## src/rtl/riscv_pkg.sv

```systemverilog
// Shared pipeline definitions: memory-stall FSM encoding and default wait budget.
package riscv_pkg;

  typedef enum logic [1:0] {
    IDLE  = 2'd0,
    WAIT  = 2'd1,
    FAULT = 2'd2
  } mem_state_e;

  localparam int MEM_TIMEOUT_DEFAULT = 15;
  localparam int MEM_XLEN_DEFAULT    = 32;

  // Counter width able to hold the value TIMEOUT itself.
  function automatic int timer_width(input int timeout);
    return (timeout < 1) ? 1 : $clog2(timeout + 1);
  endfunction

endpackage

```

## src/rtl/mem_wait_timer.sv

```systemverilog
// Counts unanswered wait cycles of an outstanding data-memory request and flags
// when the count has reached TIMEOUT.
module mem_wait_timer
  import riscv_pkg::*;
#(
  parameter int TIMEOUT = MEM_TIMEOUT_DEFAULT
) (
  input  logic clk,
  input  logic rst_n,
  input  logic clear,
  input  logic enable,
  output logic expired
);

  localparam int            W     = timer_width(TIMEOUT);
  localparam logic [W-1:0]  LIMIT = W'(TIMEOUT);

  logic [W-1:0] r_count;

  // NOTE: state registers use non-blocking assignments so every flop samples
  // pre-edge values regardless of block ordering.
  always_ff @(posedge clk or negedge rst_n) begin
    if (!rst_n) begin
      r_count <= '0;
    end else if (clear) begin
      r_count <= '0;
    end else if (enable && !expired) begin
      r_count <= r_count + W'(1);
    end
  end

  assign expired = (r_count == LIMIT);

endmodule

```

## src/rtl/mem_stall_ctrl.sv

```systemverilog
// M-stage data-memory handshake: holds the pipeline while a load/store waits for
// mem_ack, and parks in a sticky bus-fault state if the memory never answers.
module mem_stall_ctrl
  import riscv_pkg::*;
#(
  parameter int TIMEOUT = MEM_TIMEOUT_DEFAULT,
  parameter int XLEN    = MEM_XLEN_DEFAULT
) (
  input  logic            clk,
  input  logic            rst_n,
  input  logic            LoadM,
  input  logic            StoreM,
  input  logic            FaultClr,
  output logic            mem_req,
  output logic            mem_we,
  input  logic            mem_ack,
  input  logic [XLEN-1:0] mem_rdata,
  output logic [XLEN-1:0] ReadDataM,
  output logic            MemStallF,
  output logic            MemStallD,
  output logic            MemStallE,
  output logic            MemStallM,
  output logic            FlushW,
  output logic            BusFault,
  output logic [31:0]     StallCycles
);

  mem_state_e  r_state, w_state_next;
  logic        r_op_we, w_op_we_next;
  logic [31:0] r_stall_cycles;
  logic        w_access, w_stall, w_accept;
  logic        w_timer_clr, w_timer_en, w_expired;

  assign w_access = LoadM | StoreM;

  mem_wait_timer #(.TIMEOUT(TIMEOUT)) u_timer (
    .clk     (clk),
    .rst_n   (rst_n),
    .clear   (w_timer_clr),
    .enable  (w_timer_en),
    .expired (w_expired)
  );

  always_ff @(posedge clk or negedge rst_n) begin
    if (!rst_n) begin
      r_state        <= IDLE;
      r_op_we        <= 1'b0;
      r_stall_cycles <= '0;
    end else begin
      r_state <= w_state_next;
      r_op_we <= w_op_we_next;
      if (MemStallM && (r_stall_cycles != 32'hFFFF_FFFF))
        r_stall_cycles <= r_stall_cycles + 32'd1;
    end
  end

  always_comb begin
    // NOTE: every signal gets a default before the case so no path leaves one
    // unassigned and infers a latch.
    w_state_next = r_state;
    w_op_we_next = r_op_we;
    w_timer_clr  = 1'b0;
    w_timer_en   = 1'b0;
    w_stall      = 1'b0;
    w_accept     = 1'b0;
    mem_req      = 1'b0;
    mem_we       = 1'b0;
    BusFault     = 1'b0;

    case (r_state)
      IDLE: begin
        mem_req = w_access;
        mem_we  = StoreM;
        if (w_access) begin
          if (mem_ack) begin
            w_accept = 1'b1;
          end else begin
            w_stall      = 1'b1;
            w_timer_clr  = 1'b1;
            w_op_we_next = StoreM;
            w_state_next = WAIT;
          end
        end
      end
      WAIT: begin
        mem_req = 1'b1;
        mem_we  = r_op_we;
        if (mem_ack) begin
          w_accept     = 1'b1;
          w_state_next = IDLE;
        end else begin
          w_stall = 1'b1;
          if (w_expired) w_state_next = FAULT;
          else           w_timer_en   = 1'b1;
        end
      end
      FAULT: begin
        w_stall  = 1'b1;
        BusFault = 1'b1;
        if (FaultClr) w_state_next = IDLE;
      end
      default: w_state_next = IDLE;
    endcase

    // IDLE decodes LoadM/StoreM combinationally, so reset must mask it directly.
    if (!rst_n) begin
      mem_req  = 1'b0;
      mem_we   = 1'b0;
      w_stall  = 1'b0;
      w_accept = 1'b0;
      BusFault = 1'b0;
    end
  end

  assign MemStallF   = w_stall;
  assign MemStallD   = w_stall;
  assign MemStallE   = w_stall;
  assign MemStallM   = w_stall;
  assign FlushW      = w_stall;
  assign ReadDataM   = w_accept ? mem_rdata : '0;
  assign StallCycles = r_stall_cycles;

endmodule

```

## config.mk

```make
export PLATFORM = sky130hd
export DESIGN_NAME = mem_stall_ctrl
export DESIGN_NICKNAME = d
export VERILOG_FILES = /design/src/rtl/riscv_pkg.sv /design/src/rtl/mem_wait_timer.sv /design/src/rtl/mem_stall_ctrl.sv
export SDC_FILE = /design/constraint.sdc
export NUM_CORES = 1
export LEC_CHECK = 0
export BUFFER_PORTS_ARGS = -buffer_cell sky130_fd_sc_hd__buf_2
export CORE_MARGIN = 4
export CORE_UTILIZATION = 45
export DETAILED_ROUTE_END_ITERATION = 7
export PLACE_DENSITY = 0.85
export SLEW_MARGIN = 20
export SYNTH_ARGS = -nofsm -noshare
export SYNTH_HDL_FRONTEND = slang
export SYNTH_SLANG_ARGS = --single-unit
```

## constraint.sdc

```tcl
create_clock -name clk -period 2.4 [get_ports clk]
set_input_delay 0.12 -clock clk [delete_from_list [all_inputs] [get_ports clk]]
set_output_delay 0.12 -clock clk [all_outputs]
set_load 0.03 [all_outputs]
```

# Yosys cells after proc, flatten, opt, wreduce, memory -nomap -nowiden
# Cells that the tools add are included.
[totals] regBits=39 output_inout_bits=72 elab_cells=50
[op_classes] n_addsub=2 eq_ne=8 mux=27 bitwise_logic=2 n_reduce_logical=7
[ops] cell="$add 32x1->32 const B" n=1
[ops] cell="$mux 32" n=1
[ops] cell="$ne 32x32->1 const B" n=1
[ops] cell="$mux 1" n=14
[ops] cell="$mux 2" n=5
[ops] cell="$mux 4" n=2
[ops] cell="$ne 2x2->1 const B" n=3
[ops] cell="$pmux 1 s2" n=3
[ops] cell="$pmux 2 s3" n=1
[ops] cell="$add 4x1->4 const B" n=1
[ops] cell="$eq 4x4->1 const B" n=1
[ops] cell="$reduce_and 4->1" n=1
[ops] cell="$ne 3x2->1 const B" n=1
[ops] cell="$pmux 1 s3" n=1
[ops] cell="$reduce_and 3->1" n=1
[ops] cell="$eq 2x1->1 const B" n=1
[ops] cell="$eq 2x2->1 const B" n=1
[ops] cell="$logic_and 1x1->1" n=2
[ops] cell="$logic_not 2->1" n=1
[ops] cell="$reduce_bool 2->1" n=1
[ops] cell="$logic_not 1->1" n=1
[ops] cell="$not 1->1" n=1
[ops] cell="$or 1x1->1" n=1

# Logic depth before layout (Yosys ltp)
[depth] depth_word=7 depth_mapped=7 depth_no_buf=6

# By module
# Synthesis repeated with hierarchy kept, for this count alone.
[hier_totals] cells_unflattened=223 area_unflattened_um2=2298.5
[modules_own_cells] mod="mem_stall_ctrl" instances=1 cells_each=203 area_per_inst_um2=2069.5
[modules_own_cells] mod="mem_wait_timer" instances=1 cells_each=20 area_per_inst_um2=229.0

# Least setup slack after synthesis
# No wires, ideal clock.
[synth_path] path_type="register -> register" start="reg r_stall_cycles[0] (netlist: StallCycles[0])" end="reg r_stall_cycles[26] (netlist: StallCycles[26])" arrival_ns=1.976 required_time_ns=2.266 slack_ns=0.290 stages_incl_launch_ff=8 path_buffers=1 synth_period_minus_slack_ns=2.110 path_cell_list="dfrtp_1 ha_1 nand2_1 nor4b_4 and3b_1 buf_6 nand4_1 xnor2_1"
[synth_between] elab_chain_cells=2 word_cells_on_any_way=3
[synth_lines] item="start, declared" line="mem_stall_ctrl.sv:30" rtl="logic [31:0] r_stall_cycles;"
[synth_lines] item="start signal, assigned" line="mem_stall_ctrl.sv:53" rtl="r_stall_cycles <= r_stall_cycles + 32'd1;"
[synth_lines] item="branches (longest 2 deep; another with $add 32x1->32)"
# Several ways; the timed one is not identified.
# A chain may end at the register's enable or synchronous reset.

# Worst setup path in the final report
[layout_path] start="reg r_state[0]" end="out ReadDataM[11]"
[layout_between] elab_chain_cells=4 word_cells_on_any_way=5
[layout_lines] item="start, declared" line="mem_stall_ctrl.sv:28" rtl="mem_state_e r_state, w_state_next;"
[layout_lines] item="start signal, assigned" line="mem_stall_ctrl.sv:50" rtl="r_state <= w_state_next;"
[layout_lines] item="$eq 2x1->1 / $logic_not 2->1 (equally long branches)" line="mem_stall_ctrl.sv:70" rtl="case (r_state)"
[layout_lines] item="$pmux 1 s2 *" line="mem_stall_ctrl.sv:70"
[layout_lines] item="$mux 1 *" line="mem_stall_ctrl.sv:106" rtl="if (!rst_n) begin"
[layout_lines] item="$mux 32 *" line="mem_stall_ctrl.sv:120" rtl="assign ReadDataM = w_accept ? mem_rdata : '0;"
[layout_lines] item="end, declared" line="mem_stall_ctrl.sv:18" rtl="output logic [XLEN-1:0] ReadDataM,"
# Every way passes the cells marked *; elsewhere a longest branch is shown, timed or not.

==> qor.txt <==
Clock power frac: 25.9%
Synth top area share: 43.4%
fin nets: 370
Detail Route Antenna Nets: 0
vias in the first global route: 1,915
worst-margin pin slew: 0.834 ns
Critical Path AT: 2.12 ns
die width: 78.7 µm
GPL Wtd Cong: 0.871
Layout Area Growth over Synthesis: 31.1%
Placed Area: 2820 µm²
clk slew on worst S/H paths: 0.07 ns
Cell variety after synth: 39
clock buffer depth: 2
io pins: 110
Post-synth EDFFs: 0
Root Buffer: clkbuf_8
Layout Skew: 0.00623 ns
Hold Violations, Final: 0
initial antenna violation count: 0
DRT Pass-1 Iters: 4
fin area: 2950 µm²
pre-CTS WS: 0.342 ns
Inserted Clock Buffers: 5
syn avg cell area: 10.1 µm²
WP data required: 2.28 ns
status: completed
Remaining DRCs: 0
fmax: 0.447 GHz
post-route setup slack: 0.162 ns
Final period util: 93.2%
Port Buffers: 109
cells after synthesis: 223
Final TNS setup: 0 ns
DIE HEIGHT: 78.7 µm
syn_nets: 263
Crit. End Element: output pin
RSZ-0062 raised after global routing: false
LEAKAGE: 0.00165 µW
Slew Limit Fails: 0
worst path buffer plus inverter count: 1
HPWL after DPL: 4.44 mm
P_sw: 850 µW
kind of critical path: reg -> out
share of cells above drive strength 1: 39.9%
TritonCTS clock tree: yes
Die Area: 6190 µm²
routed wire length: 5.82 mm
largest net degree at the start of global routing: 37
vias per inst: 5.02
Pint: 1330 µW
worst relative slew slack: 44.4%
Clock Sinks: 39
biggest area consumer among synthesized cells: dfrtp_1
most used cell along the critical path: and3_1
switching share of total power: 38.9%
clk_lat worst skew: 0.29 ns
starting density of the core: 47.0%
area of the mapped netlist: 2250 µm²
core box area: 4790 µm²
logic gate share of total power: 35.8%
Total GRT Usage: 18.9%
critical path, cell by cell: or3_1, and3_1, and3_1, buf_2
Async SR Flop Fraction: 100%
starting DRC count in detailed routing: 144
Main synth FF type: dfrtp_1
Setup crit start kind: flop
Top delay family on crit path: simple AND/OR/NAND/NOR gates
max incr delay on CP: 0.72 ns
DR vias: 1,996
commonest cells after routing, fill and taps aside: buf_2 (109), dfrtp_1 (39), and3_1 (38)
maximum VDD drop: 0.000431 V
CP max stage cell: and3_1
Total Power: 2180 µW
Max-Cap Viols: 0
WL per Instance: 14.6 µm
sequential share of power: 38.4%
FP Rows: 25
Synth Register Bits: 39
first-pass GRT wire length: 9.47 mm
commonest non-fill, non-tap cell in the layout: buf_2
Max H-tree Level: 2
Hold Path Class: in -> reg
Seq/Total Area, Yosys: 43.4%
number of diodes: 0
Pwr per Cell Area: 741 nW/µm²
Synth Warn #: 0
critical path fanouts, max: 33
total grt overflow: 0
Final min period: 2.24 ns
dominant cells by area after synthesis: dfrtp_1 (43%), xnor2_1 (11%), and3_1 (11%)
setup violators final: 0
worst register-to-register path, delay by kind of cell (launching register included):
family,cells,cell delay (ns)
xor gates and xnor gates,1,0.15
adders and majority gates,1,0.26
DFF,1,0.40
and+or+nand+nor,4,1.13
cells in the mapped netlist (2+ instances only):
cell type  count
and3b_1        2
nand4_1       23
inv_1          7
buf_6          2
ha_1           2
and3_1        38
dfrtp_1       39
and2_1         2
nor4_1         2
mux2i_1        3
nand2_1       17
buf_4          4
a31oi_4        2
nand3_1        7
o21a_1         2
xor2_1         3
nor2_1         8
nor3_1         5
xnor2_1       29
and4_1         2
clkbuf_1       6
final timing paths:
path | startpoint | to | slack (ns) | cells past startpoint
min in group asynchronous | rst_n | r_op_we | 0.21 | 2
hold / removal | FaultClr | r_state[1] | 0.02 | 2
hold reg to reg | StallCycles[10] | StallCycles[10] | 0.50 | 1
setup / recovery | r_state[0] | ReadDataM[11] | 0.16 | 4
max in group asynchronous | rst_n | StallCycles[18] | 1.51 | 3
setup reg to reg | StallCycles[0] | StallCycles[22] | 0.34 | 6
stage by stage:
stage	cells	utilization (%)	hold WS [ns]
3_3_place_gp	389	58.9	-0.0265
4_1_cts	398	61.6	0.0161
2_1_floorplan	223	-	-0.176
5_1_grt	398	61.6	0.0193
6_report	398	61.6	0.0175
3_5_place_dp	389	58.9	-0.0228
kinds of logic after synthesis:
logic type / share of synthesized area [%]
muxes: 1.84
DFF: 43.4
AOI/OAI and AO/OA: 4.12
and+or+nand+nor: 32.3
xor gates and xnor gates: 12.5
buffers and inverters: 4.73
adders and majority gates: 1.11
sequential cells by signal, indices dropped and copies added (netlist names):
| signal | flops |
|---|---|
| r_op_we | 1 |
| r_state | 2 |
| u_timer.r_count | 4 |
| StallCycles | 32 |
what timing repair did:
item | CTS | global route
endpoints found under the hold margin | 3 | 0
endpoints found under the setup margin | 0 | 0
hold buffers | 1 | 0
setup buffers | 0 | 0
gates resized for setup | 0 | 0
layer usage:
metal  GRT usage [%]  vias to the layer above  wire length (µm)
met5               0                        -                 0
met4            5.59                        0                63
met3            4.47                        6               237
met2            28.6                       36              2840
met1            26.9                      944              2680
li1                -                     1010                 -
area by class of cell:
cell class              instances  area, µm²
fillers                       418       1840
clock inverters                 2       35.0
inverters                       7       26.3
multi-input cells             164       1170
flip-flops and latches         39        976
well taps                      67       83.8
repair buffers                113        578
clock buffers                   6       82.6
power by group through the flow:
stage	combinational (µW)	clock, µW	sequential (µW)
after CTS	786	576	838
after floorplan	506	0	925
after detailed placement	779	0	851
final	781	565	838
after global routing	845	610	855
after global placement	763	0	845
Note: power is estimated with default switching activity, not from simulation.
